`src/rtl/uart_rx_if.sv`:
```
// Serial line and sequencer outputs between the RX synchronizer, the sequencer
// and the shift register / data buffer.
interface uart_rx_if;
  logic serial_in;
  logic shift_strobe;
  logic sample_bit;
  logic load_buffer;
  logic framing_error;
  logic parity_error;
  logic rx_busy;

  modport master (
    output serial_in,
    input  shift_strobe, sample_bit, load_buffer, framing_error, parity_error, rx_busy
  );

  modport slave (
    input  serial_in,
    output shift_strobe, sample_bit, load_buffer, framing_error, parity_error, rx_busy
  );
endinterface

```
`src/rtl/uart_rx_sequencer.sv`:
```
// UART receive sequencer: start-edge detect, bit timing, mid-bit sample strobes,
// stop-bit validation. Optional even-parity check enabled by RX_PARITY_EN.
module uart_rx_sequencer #(
  parameter int unsigned CLKS_PER_BIT = 10,
  parameter int unsigned DATA_BITS    = 8
) (
  input logic      clk,
  input logic      n_rst,
  uart_rx_if.slave rx
);
  localparam int unsigned HALF = CLKS_PER_BIT / 2;
  localparam int unsigned CW   = $clog2(CLKS_PER_BIT + 1);
  localparam int unsigned BW   = $clog2(DATA_BITS + 3);

  typedef enum logic [2:0] {IDLE, START_CHK, RECV, PARITY, STOP_CHK} state_t;

  state_t          state, state_nxt;
  logic            prev;
  logic            armed;
  logic [CW-1:0]   cnt, cnt_nxt;
  logic [BW-1:0]   bcnt, bcnt_nxt;
  logic            strobe_q, strobe_nxt;
  logic            sbit_q, sbit_nxt;
  logic            load_q, load_nxt;
  logic            ferr_q, ferr_nxt;
  logic            busy_q;
  logic            wrap_c;
`ifdef RX_PARITY_EN
  logic            par_q, par_nxt;
  logic            perr_q, perr_nxt;
`endif

  assign wrap_c = (cnt == CW'(CLKS_PER_BIT));

  // State and datapath registers; prev/armed track the line in every state.
  // armed stays low after reset until the line is seen high, so a line held
  // low across reset release is not mistaken for a start edge.
  always_ff @(posedge clk or negedge n_rst) begin
    if (!n_rst) begin
      state    <= IDLE;
      prev     <= 1'b1;
      armed    <= 1'b0;
      cnt      <= '0;
      bcnt     <= '0;
      strobe_q <= 1'b0;
      sbit_q   <= 1'b0;
      load_q   <= 1'b0;
      ferr_q   <= 1'b0;
      busy_q   <= 1'b0;
`ifdef RX_PARITY_EN
      par_q    <= 1'b0;
      perr_q   <= 1'b0;
`endif
    end else begin
      state    <= state_nxt;
      prev     <= rx.serial_in;
      armed    <= armed | rx.serial_in;
      cnt      <= cnt_nxt;
      bcnt     <= bcnt_nxt;
      strobe_q <= strobe_nxt;
      sbit_q   <= sbit_nxt;
      load_q   <= load_nxt;
      ferr_q   <= ferr_nxt;
      busy_q   <= (state_nxt != IDLE);
`ifdef RX_PARITY_EN
      par_q    <= par_nxt;
      perr_q   <= perr_nxt;
`endif
    end
  end

  // Next-state and registered-output decode.
  always_comb begin
    state_nxt  = state;
    cnt_nxt    = cnt;
    bcnt_nxt   = bcnt;
    strobe_nxt = 1'b0;
    sbit_nxt   = sbit_q;
    load_nxt   = 1'b0;
    ferr_nxt   = ferr_q;
`ifdef RX_PARITY_EN
    par_nxt    = par_q;
    perr_nxt   = perr_q;
`endif
    case (state)
      IDLE: begin
        if (armed && prev && !rx.serial_in) begin
          state_nxt = START_CHK;
          cnt_nxt   = '0;
          bcnt_nxt  = '0;
          ferr_nxt  = 1'b0;
`ifdef RX_PARITY_EN
          par_nxt   = 1'b0;
          perr_nxt  = 1'b0;
`endif
        end
      end
      START_CHK: begin
        // Mid-start-bit check; counter restarts at 1 so later samples land on wrap.
        if (cnt == CW'(HALF - 1)) begin
          if (rx.serial_in) begin
            state_nxt = IDLE;
            cnt_nxt   = '0;
          end else begin
            state_nxt = RECV;
            cnt_nxt   = CW'(1);
          end
        end else begin
          cnt_nxt = cnt + CW'(1);
        end
      end
      RECV: begin
        if (wrap_c) begin
          cnt_nxt    = CW'(1);
          strobe_nxt = 1'b1;
          sbit_nxt   = rx.serial_in;
          bcnt_nxt   = bcnt + BW'(1);
`ifdef RX_PARITY_EN
          par_nxt    = par_q ^ rx.serial_in;
          if (bcnt == BW'(DATA_BITS - 1)) state_nxt = PARITY;
`else
          if (bcnt == BW'(DATA_BITS - 1)) state_nxt = STOP_CHK;
`endif
        end else begin
          cnt_nxt = cnt + CW'(1);
        end
      end
`ifdef RX_PARITY_EN
      PARITY: begin
        if (wrap_c) begin
          cnt_nxt   = CW'(1);
          bcnt_nxt  = bcnt + BW'(1);
          state_nxt = STOP_CHK;
          if (par_q ^ rx.serial_in) perr_nxt = 1'b1;
        end else begin
          cnt_nxt = cnt + CW'(1);
        end
      end
`endif
      STOP_CHK: begin
        if (wrap_c) begin
          state_nxt = IDLE;
          cnt_nxt   = '0;
          bcnt_nxt  = '0;
          if (rx.serial_in) load_nxt = 1'b1;
          else              ferr_nxt = 1'b1;
        end else begin
          cnt_nxt = cnt + CW'(1);
        end
      end
      default: begin
        state_nxt = IDLE;
        cnt_nxt   = '0;
        bcnt_nxt  = '0;
      end
    endcase
  end

  assign rx.shift_strobe  = strobe_q;
  assign rx.sample_bit    = sbit_q;
  assign rx.load_buffer   = load_q;
  assign rx.framing_error = ferr_q;
  assign rx.rx_busy       = busy_q;
`ifdef RX_PARITY_EN
  assign rx.parity_error  = perr_q;
`else
  assign rx.parity_error  = 1'b0;
`endif

endmodule

```
`src/flat_wrapper.sv`:
```
// flat-port wrapper written by rule: the top's interface ports become plain ports
module uart_rx_sequencer_flat 
#(
  parameter int unsigned CLKS_PER_BIT = 10,
  parameter int unsigned DATA_BITS    = 8
)
  (clk, n_rst, rx_serial_in, rx_shift_strobe, rx_sample_bit, rx_load_buffer, rx_framing_error, rx_parity_error, rx_rx_busy);
  uart_rx_if rx_i ();
  input logic clk;
  input logic n_rst;
  input wire logic [$bits(rx_i.serial_in)-1:0] rx_serial_in;
  output wire logic [$bits(rx_i.shift_strobe)-1:0] rx_shift_strobe;
  output wire logic [$bits(rx_i.sample_bit)-1:0] rx_sample_bit;
  output wire logic [$bits(rx_i.load_buffer)-1:0] rx_load_buffer;
  output wire logic [$bits(rx_i.framing_error)-1:0] rx_framing_error;
  output wire logic [$bits(rx_i.parity_error)-1:0] rx_parity_error;
  output wire logic [$bits(rx_i.rx_busy)-1:0] rx_rx_busy;
  assign rx_i.serial_in = rx_serial_in;
  assign rx_shift_strobe = rx_i.shift_strobe;
  assign rx_sample_bit = rx_i.sample_bit;
  assign rx_load_buffer = rx_i.load_buffer;
  assign rx_framing_error = rx_i.framing_error;
  assign rx_parity_error = rx_i.parity_error;
  assign rx_rx_busy = rx_i.rx_busy;
  uart_rx_sequencer #(.CLKS_PER_BIT(CLKS_PER_BIT), .DATA_BITS(DATA_BITS)) u_core (.clk(clk), .n_rst(n_rst), .rx(rx_i));
endmodule
```
`config.mk`:
```
export PLATFORM = sky130hd
export DESIGN_NAME = uart_rx_sequencer_flat
export DESIGN_NICKNAME = d
export VERILOG_FILES = /design/src/rtl/uart_rx_if.sv /design/src/rtl/uart_rx_sequencer.sv /design/src/flat_wrapper.sv
export SDC_FILE = /design/constraint.sdc
export NUM_CORES = 1
export LEC_CHECK = 0
export BUFFER_PORTS_ARGS = -buffer_cell sky130_fd_sc_hd__buf_4
export CAP_MARGIN = 20
export CORE_UTILIZATION = 50
export DETAILED_ROUTE_END_ITERATION = 12
export HOLD_SLACK_MARGIN = 0.1
export PLACE_DENSITY = 0.76
export SETUP_SLACK_MARGIN = 0.5
export SYNTH_ARGS = -nofsm -noshare
export SYNTH_HDL_FRONTEND = slang
export SYNTH_SLANG_ARGS = --single-unit
```
`constraint.sdc`:
```
create_clock -name clk -period 5.3 [get_ports clk]
set_input_delay 1.325 -clock clk [delete_from_list [all_inputs] [get_ports clk]]
set_output_delay 1.325 -clock clk [all_outputs]
set_load 0.01 [all_outputs]
```
=== Word level (Yosys, flattened, before mapping) ===
Index checks and enable logic that the tools add are counted.

* Register bits after elaboration: 18
* Input bits: 3
* Output and inout port bits: 6
* Logic and storage cells: 58

* Bitwise gates (word level): 2
* Add/sub/neg operators: 2
* Reductions and logical operators: 9
* Multiplexer cells: 25
* Equality and inequality tests: 10

{| class="wikitable"
|+ Operators by type and width
! cell !! count
|-
| one-hot mux 4 bit (4 select lines) || 2
|-
| 2-to-1 mux 4 bit || 6
|-
| 2-to-1 mux 3 bit || 5
|-
| one-hot mux 3 bit (4 select lines) || 1
|-
| 2-to-1 mux 1 bit || 9
|-
| adder 4 x 1 -> 4 bit, second input constant || 2
|-
| == test 4 x 3 -> 1 bit, second input constant || 2
|-
| AND reduction 4 bit || 2
|-
| inequality test 2 x 1 -> 1 bit, second input constant || 3
|-
| == test 4 bit, second input constant || 1
|-
| == test 3 x 1 -> 1 bit, second input constant || 1
|-
| == test 3 x 2 -> 1 bit, second input constant || 1
|-
| == test 3 bit, second input constant || 1
|-
| zero test 3 bit || 1
|-
| nonzero test 3 bit || 1
|-
| logical AND 1 bit || 2
|-
| 2-to-1 mux 2 bit || 1
|-
| inequality test 2 bit, second input constant || 1
|-
| one-hot mux 1 bit (2 select lines) || 1
|-
| AND reduction 2 bit || 1
|-
| nonzero test 2 bit || 1
|-
| zero test 1 bit || 1
|-
| NOT 1 bit || 1
|-
| bitwise OR 1 bit || 1
|}

=== Longest topological paths before layout ===
Gate-level depths: netlist of run 1.

* Depth in word-level cells: 5
* Depth in mapped cells: 6
* Gate-level depth less buffers: 6

=== Least setup slack after synthesis of run 1 ===
No wires, ideal clock.

* Path kind: input to register
* Start: in rx_serial_in
* End: reg u_core.bcnt[1]
* Stages on the path: 4
* Arrival time: 2,333 ps
* Path slack: 2,846 ps
* Setup time: 121 ps
* Required time: 5,179 ps
* Cells stage by stage: and3b_1 -> nor4_4 -> or4_1 -> a22o_1

* Cells in the longest elaborated chain, start to end: 4

{| class="wikitable"
|+ Ends and longest elaborated chain
! item !! line !! text
|-
| from (decl) || flat_wrapper.sv:11 || <nowiki>input wire logic [$bits(rx_i.serial_in)-1:0] rx_serial_in;</nowiki>
|-
| zero test 1 bit || uart_rx_sequencer.sv:87 || <nowiki>if (armed && prev && !rx.serial_in) begin</nowiki>
|-
| logical AND 1 bit || uart_rx_sequencer.sv:87 ||
|-
| inequality test 2 x 1 -> 1 bit (no source line) || - ||
|-
| AND reduction 4 bit (no source line) || - ||
|-
| to (signal assigned) || uart_rx_sequencer.sv:59 || <nowiki>bcnt <= bcnt_nxt;</nowiki>
|-
| to (decl) || uart_rx_sequencer.sv:21 || <nowiki>logic [BW-1:0] bcnt, bcnt_nxt;</nowiki>
|}

Every way passes these cells.
A chain may end at the register's enable or synchronous reset.

=== Final worst setup path of run 1 ===
Ends and elaborated chain as after synthesis.

==> results of run 1 <==
==> routing by layer <==
metal | global-route usage | part of all wire
met2 | 0.3070 | 0.49
met3 | 0.08333 | 0.044
met1 | 0.2228 | 0.45
met5 | 0 | 0
met4 | 0.05294 | 0.011
==> report_power, final <==
part | internal, mW | total (mW) | switching [mW]
clock network | 0.0293 | 0.0690 | 0.0397
logic | 0.00232 | 0.00705 | 0.00473
registers | 0.138 | 0.139 | 0.000252
total | 0.170 | 0.215 | 0.0447
==> layout make-up <==
| type | count | area, um2 | area share |
|---|---|---|---|
| clock buffers | 4 | 26.28 | 0.02500 |
| inverters | 4 | 15.01 | 0.01429 |
| multi-input cells | 67 | 474.2 | 0.4512 |
| flip-flops and latches | 18 | 451.7 | 0.4298 |
| well taps | 25 | 31.28 | 0.02976 |
| repair buffers | 7 | 52.55 | 0.05000 |
==> cell usage after synthesis (2+ instances only) <==
master	number	share of area
a21oi_1	2	0.010
a31oi_1	2	0.013
and2_1	2	0.013
buf_4	2	0.016
dfrtp_1	17	0.44
ha_1	4	0.052
inv_1	4	0.016
mux2i_1	3	0.031
nand2_1	10	0.039
nor2_1	8	0.031
nor3_1	5	0.026
nor4_1	3	0.020
o21ai_0	2	0.010
o2bb2ai_1	2	0.018
==> path summary, 6_finish.rpt <==
kind / startpoint / to / slack, ps / depth (start not counted)
worst max-delay path: rx_serial_in / u_core.bcnt[1]$_DFFE_PN0P_ / 2920 / 5
worst min-delay path: u_core.armed$_DFF_PN0_ / u_core.armed$_DFF_PN0_ / 490 / 1
worst max register to register: u_core.cnt[0]$_DFFE_PN0N_ / u_core.bcnt[1]$_DFFE_PN0P_ / 3370 / 6
worst min register to register: u_core.armed$_DFF_PN0_ / u_core.armed$_DFF_PN0_ / 490 / 1
max in group asynchronous: n_rst / u_core.prev$_DFF_PN1_ / 4180 / 1
min in group asynchronous: n_rst / u_core.armed$_DFF_PN0_ / 880 / 1
==> flip-flops by register name, summed over array words and instances (netlist names) <==
signal	cells
u_core.prev	1
u_core.cnt	4
u_core.rx.load_buffer	1
u_core.rx.framing_error	1
u_core.rx.rx_busy	1
u_core.rx.shift_strobe	1
u_core.bcnt	4
u_core.rx.sample_bit	1
u_core.armed	1
u_core.state	3
==> kinds of logic after synthesis <==
logic type / after synthesis / synth area share
muxes: 4 / 0.04297
other: 1 / 0.003903
and+or+nand+nor: 41 / 0.2669
AOI/OAI and AO/OA: 17 / 0.1276
DFF: 18 / 0.4701
adders and majority gates: 4 / 0.05209
buffers and inverters: 7 / 0.03644
==> cells in the final DEF (no fill, tap or decap), types with 2 or more instances in the layout <==
master,Yosys,routed
a21oi_1,2,2
a31oi_1,2,2
and2_1,2,2
buf_4,2,7
clkbuf_4,0,3
dfrtp_1,17,17
ha_1,4,4
inv_1,4,4
mux2i_1,3,3
nand2_1,10,10
nor2_1,8,8
nor3_1,5,5
nor4_1,3,3
o21ai_0,2,2
o2bb2ai_1,2,2
==> stage by stage <==
stage	hold WS [ps]	instances	utilization	power, mW
after floorplan	428.6	92	-	0.1439
after global placement	459.0	121	0.5809	0.1486
after detailed placement	460.1	121	0.5809	0.1486
after CTS	488.5	125	0.5957	0.2186
after global routing	502.1	125	0.5957	0.2244
final	485.8	125	0.5957	0.2146
==> out/results.ini, run 1 <==
[run_status]
outcome=completed

[die]
io_pins=9
start_util=0.5447
die_h_um=45.84
die_area_um2=2101
rows=15
coreArea_um2=1764
die-width_um=45.84

[grt]
grt_usage=0.1883
grt_first_pass_wirelength_um=2725
overflow=0
grt_pass1_vias=635
grt_max_degree=19
antenna_found_initial=0

[detailed_routing]
vias=728
routed_via_density=5.824
totalWireLength_um=1720
drtIter0Drc=13
drt_drc_violations_left=0
wl_per_cell_um=13.76
antenna_left=0
first_pass_iters=4

[synth]
async_flop_share=1.000
synth-edff-count=0
netlist_area_um2=960.9
yosysSeqAreaShare=0.4701
postSynthCellCount=92
ys_warn_count=0
synthesis.nets=99
ys_ff_latch=18
avgSynthCellArea_um2=10.44
yosysUniqueCellTypes=40
ys.flop_type=dfrtp_1

[worst_setup_path]
crit_type=in2reg
cp.arrival_ps=2570
critical_path.startpoint_type=input port
critPathRequiredTime_ps=5490
slowest_stage=or4_1
max_stage_delay_ps=510
critPathMaxFanout=8
crit_buf_inv=1
crit_family=simple AND/OR/NAND/NOR gates
end_kind=register
crit_path_cell_trace=buf_4 -> and3b_1 -> nor4_4 -> or4_1 -> a22o_1

[power_and_ir_drop]
leakage_nw=0.4620
p_per_area_nw_per_um2=204.2
peakVddDrop_mv=0.1669

[sta]
hold_viol=0
slew_viol_final=0
finalSetupViolations=0
rsz0062_at_grt=no
period_share=0.4490
clock.fmax_ghz=0.4203
setup_ws_ps=2920
setup_tns_ps=0
clock_skew_ps=4.761
fin_crit_ps=2380

[clock_network]
clk_pin_slew_worst_paths_ps=100
clock_latency_ps=290
clock-sinks=18
cts_hold_buf=0
clockBufferDepth=2
clockRootBuffer=clkbuf_4
htree_levels=1
post_cts_buffers=0
cts_tree=done
cts_resized=0
cts_inserted_buffers=3

[cells_and_area]
drive_above_1_share=0.1900
diodes=0
stdcell_area_um2=1051
n_fill_cell=171
num-nets-final=108
area_growth_pct=9.375

[placed_design]
dpl_cell_area_um2=1025
gp_congestion=0.7883
io_buffers=7
place_ws_ps=2602
hpwl_um=1256

[hold_path]
holdCritPathClass=reg2reg

[job]
cap_violations=0

No activity file was read; power rests on OpenSTA's default activity.
==> run 2, diff against run 1 <==
--- a/config.mk
+++ b/config.mk
@@ -10,7 +10,7 @@
 export CORE_UTILIZATION = 50
 export DETAILED_ROUTE_END_ITERATION = 12
 export HOLD_SLACK_MARGIN = 0.1
-export PLACE_DENSITY = 0.76
+export PLACE_DENSITY = 0.79
 export SETUP_SLACK_MARGIN = 0.5
 export SYNTH_ARGS = -nofsm -noshare
 export SYNTH_HDL_FRONTEND = slang
==> constraint.sdc (replaced) <==
create_clock -name clk -period 1.9 [get_ports clk]
set_input_delay 0.475 -clock clk [delete_from_list [all_inputs] [get_ports clk]]
set_output_delay 0.475 -clock clk [all_outputs]
set_load 0.01 [all_outputs]
==> run 2 against run 1 <==
Largest cell class unchanged. Die area stayed put. Clock power grew to 3.5 times the previous value. Clock skew is 2.6 ps lower. Critical path depth is 1 higher. Combinational power grew to 3.4 times the previous value. Register-to-register slack worse by 3100 ps. Power grew to 3.1 times the previous value.
==> out/results.ini, run 2 (same netlist as run 1, synthesis figures left out) <==
[grt]
grtUsageMet2=0.4310  ; was 0.3070
overflow=0  ; unchanged
grt_util_met3=0.06349  ; was 0.08333
antenna_found_initial=0  ; unchanged
grt_usage=0.2477  ; was 0.1883
grt_max_degree=19  ; unchanged
grt_first_pass_wirelength_um=3663  ; was 2725 um
grt_util_met1=0.2957  ; was 0.2228
grt_pass1_vias=798  ; was 635
top_usage_layer=met2  ; unchanged

[sta]
rsz0062_at_grt=yes  ; was no
finalSetupViolations=0  ; unchanged
clock.fmax_ghz=0.6105
fin_crit_ps=1638
period_share=0.8621
clock_skew_ps=2.143  ; was 4.761 ps
slew_viol_final=0  ; unchanged
hold_viol=0  ; unchanged
setup_tns_ps=0  ; unchanged

[clock_network]
cts_inserted_buffers=3  ; unchanged
htree_levels=1  ; unchanged
clockRootBuffer=clkbuf_4  ; unchanged
clockBufferDepth=2  ; unchanged
clock-sinks=18  ; unchanged
cts_tree=done  ; unchanged
clk_pin_slew_worst_paths_ps=100  ; about the same
clock_latency_ps=310  ; was 290 ps

[placed_design]
hpwl_um=1296  ; was 1256 um
gp_congestion=0.7401  ; was 0.7883
io_buffers=7  ; unchanged

[die]
io_pins=9  ; unchanged
rows=15  ; unchanged
die-width_um=45.84  ; unchanged
die_area_um2=2101  ; unchanged
coreArea_um2=1764  ; unchanged
die_h_um=45.84  ; unchanged
start_util=0.5447  ; unchanged

[cells_and_area]
area_growth_pct=30.86  ; was 9.375%
mostFrequentLayoutCells=buf_4 (21), dfrtp_1 (16), nand2_1 (10)  ; was dfrtp_1 (17), nand2_1 (10), nor2_1 (8)
reg.largest.list=u_core.bcnt (4), u_core.cnt (4), u_core.state (3)  ; unchanged
drive_above_1_share=0.4174  ; was 0.1900
finish.utilization=0.7128  ; was 0.5957
diodes=0  ; unchanged
num-nets-final=123  ; was 108
mostFrequentLayoutCell=buf_4  ; was dfrtp_1

[power_and_ir_drop]
p_per_area_nw_per_um2=520.8  ; was 204.2 nW/um2
power_mw=0.6548  ; was 0.2146 mW
clkPwrFrac=0.373  ; was 0.321
leakage_nw=0.5655  ; was 0.4620 nW
p_sw_frac=0.2180  ; was 0.2082
p_sw_mw=0.1428  ; was 0.04467 mW
power.share.combinational=0.037  ; was 0.033
seq_power_share=0.591  ; was 0.646
intPower_mw=0.5120  ; was 0.1699 mW
peakVddDrop_mv=0.5518  ; was 0.1669 mV

[run_status]
outcome=completed  ; unchanged

[worst_setup_path]
end_kind=register  ; unchanged
cp.arrival_ps=1850  ; was 2570 ps
critPathRequiredTime_ps=2110  ; was 5490 ps
crit_type=reg2reg  ; was in2reg
critPathMaxFanout=4  ; was 8
critical_path.startpoint_type=register  ; was input port

[detailed_routing]
totalWireLength_um=2247  ; was 1720 um
routed_via_density=5.671  ; was 5.824
drtIter0Drc=16  ; was 13
drt_drc_violations_left=0  ; unchanged
antenna_left=0  ; unchanged
vias=794  ; was 728
first_pass_iters=4  ; unchanged
wl_per_cell_um=16.05  ; was 13.76 um

[job]
cap_violations=0  ; unchanged

[hold_path]
holdCritPathClass=in2reg  ; was reg2reg

-- run 2: area by class of cell --
cell class                      instances  area [um2]
Multi-Input combinational cell         67       554.3
Timing Repair Buffer                   22       167.7
Fill cell                             132       506.7
Tap cell                               25       31.28
Clock buffer                            4       36.28
Inverter                                4       15.01
Sequential cell                        18       452.9
-- run 2: metal layers --
layer  share of wire  vias up  wire, um
met2            0.52       15      1174
met4           0.010        0        23
met3           0.029        3        65
met5               0        -         0
met1            0.44      400       983
li1                -      376         -
-- run 2: stage by stage --
stage,setup slack [ps],hold WS [ps],instance area (um2),instances
6_report,262.0,306.3,1257,140
5_1_grt,223.9,291.1,1257,140
4_1_cts,284.7,298.6,1232,139
3_3_place_gp,121.5,354.1,1061,124
2_1_floorplan,174.1,179.4,978.4,92
3_5_place_dp,76.94,357.8,1061,124
-- run 2: final timing paths --
| check | from | to | slack (ps) | depth (start not counted) |
|---|---|---|---|---|
| max | u_core.cnt[0]$_DFFE_PN0N_ | u_core.bcnt[1]$_DFFE_PN0P_ | 260 | 6 |
| min | rx_serial_in | u_core.prev$_DFF_PN1_ | 310 | 1 |
| max reg2reg | u_core.cnt[0]$_DFFE_PN0N_ | u_core.bcnt[1]$_DFFE_PN0P_ | 260 | 6 |
| min reg2reg | u_core.armed$_DFF_PN0_ | u_core.armed$_DFF_PN0_ | 470 | 1 |
| max in group asynchronous | n_rst | u_core.prev$_DFF_PN1_ | 1080 | 2 |
| min in group asynchronous | n_rst | u_core.bcnt[2]$_DFFE_PN0P_ | 560 | 2 |
-- run 2: timing repair --
action | CTS | global route
endpoints found under the setup margin | 10 | 14
hold buffers | 1 | 0
pin swaps | 0 | 3
buffers inserted | 10 | 1
endpoints found under the hold margin | 17 | 0
resized for setup | 11 | 4
-- run 2: worst max-delay path, cell delays in order, from the launching register on --
cell and delay, ps:
dfrtp_1 410, inv_2 90, ha_4 140, nand3b_4 90, nor2b_4 150, or4_1 470
a22o_1 190
-- run 2: power groups by stage --
stage	combinational (mW)	sequential (mW)	clock [mW]
after floorplan	0.00770	0.395	0
after global placement	0.0213	0.394	0
after detailed placement	0.0215	0.394	0
after CTS	0.0233	0.387	0.251
after global routing	0.0271	0.387	0.265
final	0.0241	0.387	0.244
==> run 3, diff against run 2 <==
--- a/config.mk
+++ b/config.mk
@@ -7,10 +7,10 @@
 export LEC_CHECK = 0
 export BUFFER_PORTS_ARGS = -buffer_cell sky130_fd_sc_hd__buf_4
 export CAP_MARGIN = 20
-export CORE_UTILIZATION = 50
+export CORE_UTILIZATION = 40
 export DETAILED_ROUTE_END_ITERATION = 12
 export HOLD_SLACK_MARGIN = 0.1
-export PLACE_DENSITY = 0.79
+export PLACE_DENSITY = 0.65
 export SETUP_SLACK_MARGIN = 0.5
 export SYNTH_ARGS = -nofsm -noshare
 export SYNTH_HDL_FRONTEND = slang
==> constraint.sdc (replaced) <==
create_clock -name clk -period 1.64 [get_ports clk]
set_input_delay 0.41 -clock clk [delete_from_list [all_inputs] [get_ports clk]]
set_output_delay 0.41 -clock clk [all_outputs]
set_load 0.01 [all_outputs]
==> run 3 against run 2 <==
First-iteration DRC count is 94% higher. Worst hold slack better by 72 ps. Cell count grew 11%. Clock power up 17%. Core utilization decreased by 8.6 points. Via count rose by 9.9%. Power is 17% higher. Largest cell class unchanged.
==> out/results.ini, run 3 (same netlist as run 1, synthesis figures left out) <==
[run_status]
outcome=completed  ; unchanged

[clock_network]
clockRootBuffer=clkbuf_4  ; unchanged
clk_pin_slew_worst_paths_ps=120  ; was 100 ps
cts_inserted_buffers=3  ; unchanged
htree_levels=1  ; unchanged
clock_latency_ps=300  ; was 310 ps
cts_tree=done  ; unchanged
clock-sinks=18  ; unchanged
clockBufferDepth=2  ; unchanged

[cells_and_area]
area_growth_pct=45.57  ; was 30.86%
num-nets-final=135  ; was 123
mostFrequentLayoutCell=buf_4  ; unchanged
reg.largest.list=u_core.bcnt (4), u_core.cnt (4), u_core.state (3)  ; unchanged
mostFrequentLayoutCells=buf_4 (25), dfrtp_1 (15), nand2_1 (10)  ; was buf_4 (21), dfrtp_1 (16), nand2_1 (10)
drive_above_1_share=0.4803  ; was 0.4174
diodes=0  ; unchanged

[grt]
grt_pass1_vias=840  ; was 798
grt_first_pass_wirelength_um=3836  ; was 3663 um
antenna_found_initial=0  ; unchanged
grt_usage=0.2005  ; was 0.2477
grt_max_degree=19  ; unchanged
overflow=0  ; unchanged

[power_and_ir_drop]
p_per_area_nw_per_um2=549.4  ; was 520.8 nW/um2
peakVddDrop_mv=0.6973  ; was 0.5518 mV
leakage_nw=0.6296  ; was 0.5655 nW

[sta]
slew_viol_final=0  ; unchanged
finalSetupViolations=0  ; unchanged
setup_ws_ps=29.07  ; was 262.0 ps
rsz0062_at_grt=yes  ; unchanged
hold_slack_ps=378.0  ; was 306.3 ps
hold_viol=0  ; unchanged
clock_skew_ps=10.61  ; was 2.143 ps
period_share=0.9823  ; was 0.8621
clock.fmax_ghz=0.6208  ; was 0.6105 GHz
fin_crit_ps=1611  ; was 1638 ps
setup_tns_ps=0  ; unchanged

[placed_design]
place_ws_ps=-14.56  ; was 76.94 ps
io_buffers=7  ; unchanged
hpwl_um=1450  ; was 1296 um
gp_congestion=0.7800  ; was 0.7401

[worst_setup_path]
critPathRequiredTime_ps=1850  ; was 2110 ps
crit_buf_inv=1  ; unchanged
critical_path.startpoint_type=register  ; unchanged
crit_family=simple AND/OR/NAND/NOR gates  ; unchanged
crit_path_cell_trace=inv_2 -> ha_4 -> nand3b_4 -> nor2b_4 -> or4_1 -> a22o_1  ; unchanged
end_kind=register  ; unchanged
cp.arrival_ps=1820  ; was 1850 ps
critPathMaxFanout=4  ; unchanged
crit_type=reg2reg  ; unchanged
slowest_stage=or4_1  ; unchanged
max_stage_delay_ps=460  ; was 470 ps

[detailed_routing]
antenna_left=0  ; unchanged
vias=873  ; was 794
wl_per_cell_um=14.86  ; was 16.05 um
routed_via_density=5.632  ; was 5.671
drt_drc_violations_left=0  ; unchanged
first_pass_iters=4  ; unchanged
drtIter0Drc=31  ; was 16
totalWireLength_um=2303  ; was 2247 um

[job]
cap_violations=0  ; unchanged

[die]
start_util=0.4303  ; was 0.5447
die-width_um=51.02  ; was 45.84 um
die_area_um2=2603  ; was 2101 um2
die_h_um=51.02  ; was 45.84 um
io_pins=9  ; unchanged
rows=17  ; was 15
coreArea_um2=2233  ; was 1764 um2

[hold_path]
holdCritPathClass=in2reg  ; unchanged

run 3: cell types whose count changed in the layout (fill, tap and decap cells not counted), sizes merged:
cell  previous run  this run
buf             21        33
run 3: layer usage:
layer | GRT usage | share of wire | vias up
li1 | - | - | 401
met2 | 0.3421 | 0.50 | 22
met5 | 0 | 0 | -
met4 | 0.05093 | 0.0083 | 0
met1 | 0.2421 | 0.46 | 448
met3 | 0.06250 | 0.039 | 2
run 3: worst paths after layout:
kind	from	endpoint	slack, ps	cells past startpoint
max in group asynchronous	n_rst	u_core.prev$_DFF_PN1_	890	2
min reg2reg	u_core.armed$_DFF_PN0_	u_core.armed$_DFF_PN0_	480	1
min	rx_serial_in	u_core.prev$_DFF_PN1_	380	2
max	u_core.cnt[0]$_DFFE_PN0N_	u_core.bcnt[1]$_DFFE_PN0P_	30	6
min in group asynchronous	n_rst	u_core.rx.framing_error$_DFFE_PN0P_	490	2
max reg2reg	u_core.cnt[0]$_DFFE_PN0N_	u_core.bcnt[1]$_DFFE_PN0P_	30	6
run 3: report_power, final:
group,internal (mW),switching [mW]
Clock,0.135,0.150
Sequential,0.447,0.00114
Combinational,0.0152,0.0194
Total,0.598,0.171
run 3: repair_timing:
action                                 in CTS  in global routing
hold buffers                                1                  0
gates cloned                                0                  0
pin swaps                                   9                  3
setup endpoints to repair                  21                 21
endpoints found under the hold margin      17                  0
buffers inserted                           10                  1
gates resized for setup                    18                  6
run 3: final cells by class:
| cell class | count | area, um2 |
|---|---|---|
| fillers | 181 | 834.6 |
| multi-input cells | 67 | 570.5 |
| flip-flops and latches | 18 | 454.2 |
| repair buffers | 34 | 287.8 |
| clock buffers | 4 | 36.28 |
| well taps | 28 | 35.03 |
| inverters | 4 | 15.01 |
run 3: through the flow:
step                cell area, um2  utilization  power, mW  std cells
floorplan                    985.9            -     0.4650         92
global placement              1162       0.5204     0.4844        139
detailed placement            1162       0.5204     0.4850        139
CTS                           1356       0.6073     0.7751        154
global route                  1399       0.6263     0.7953        155
finish                        1399       0.6263     0.7686        155
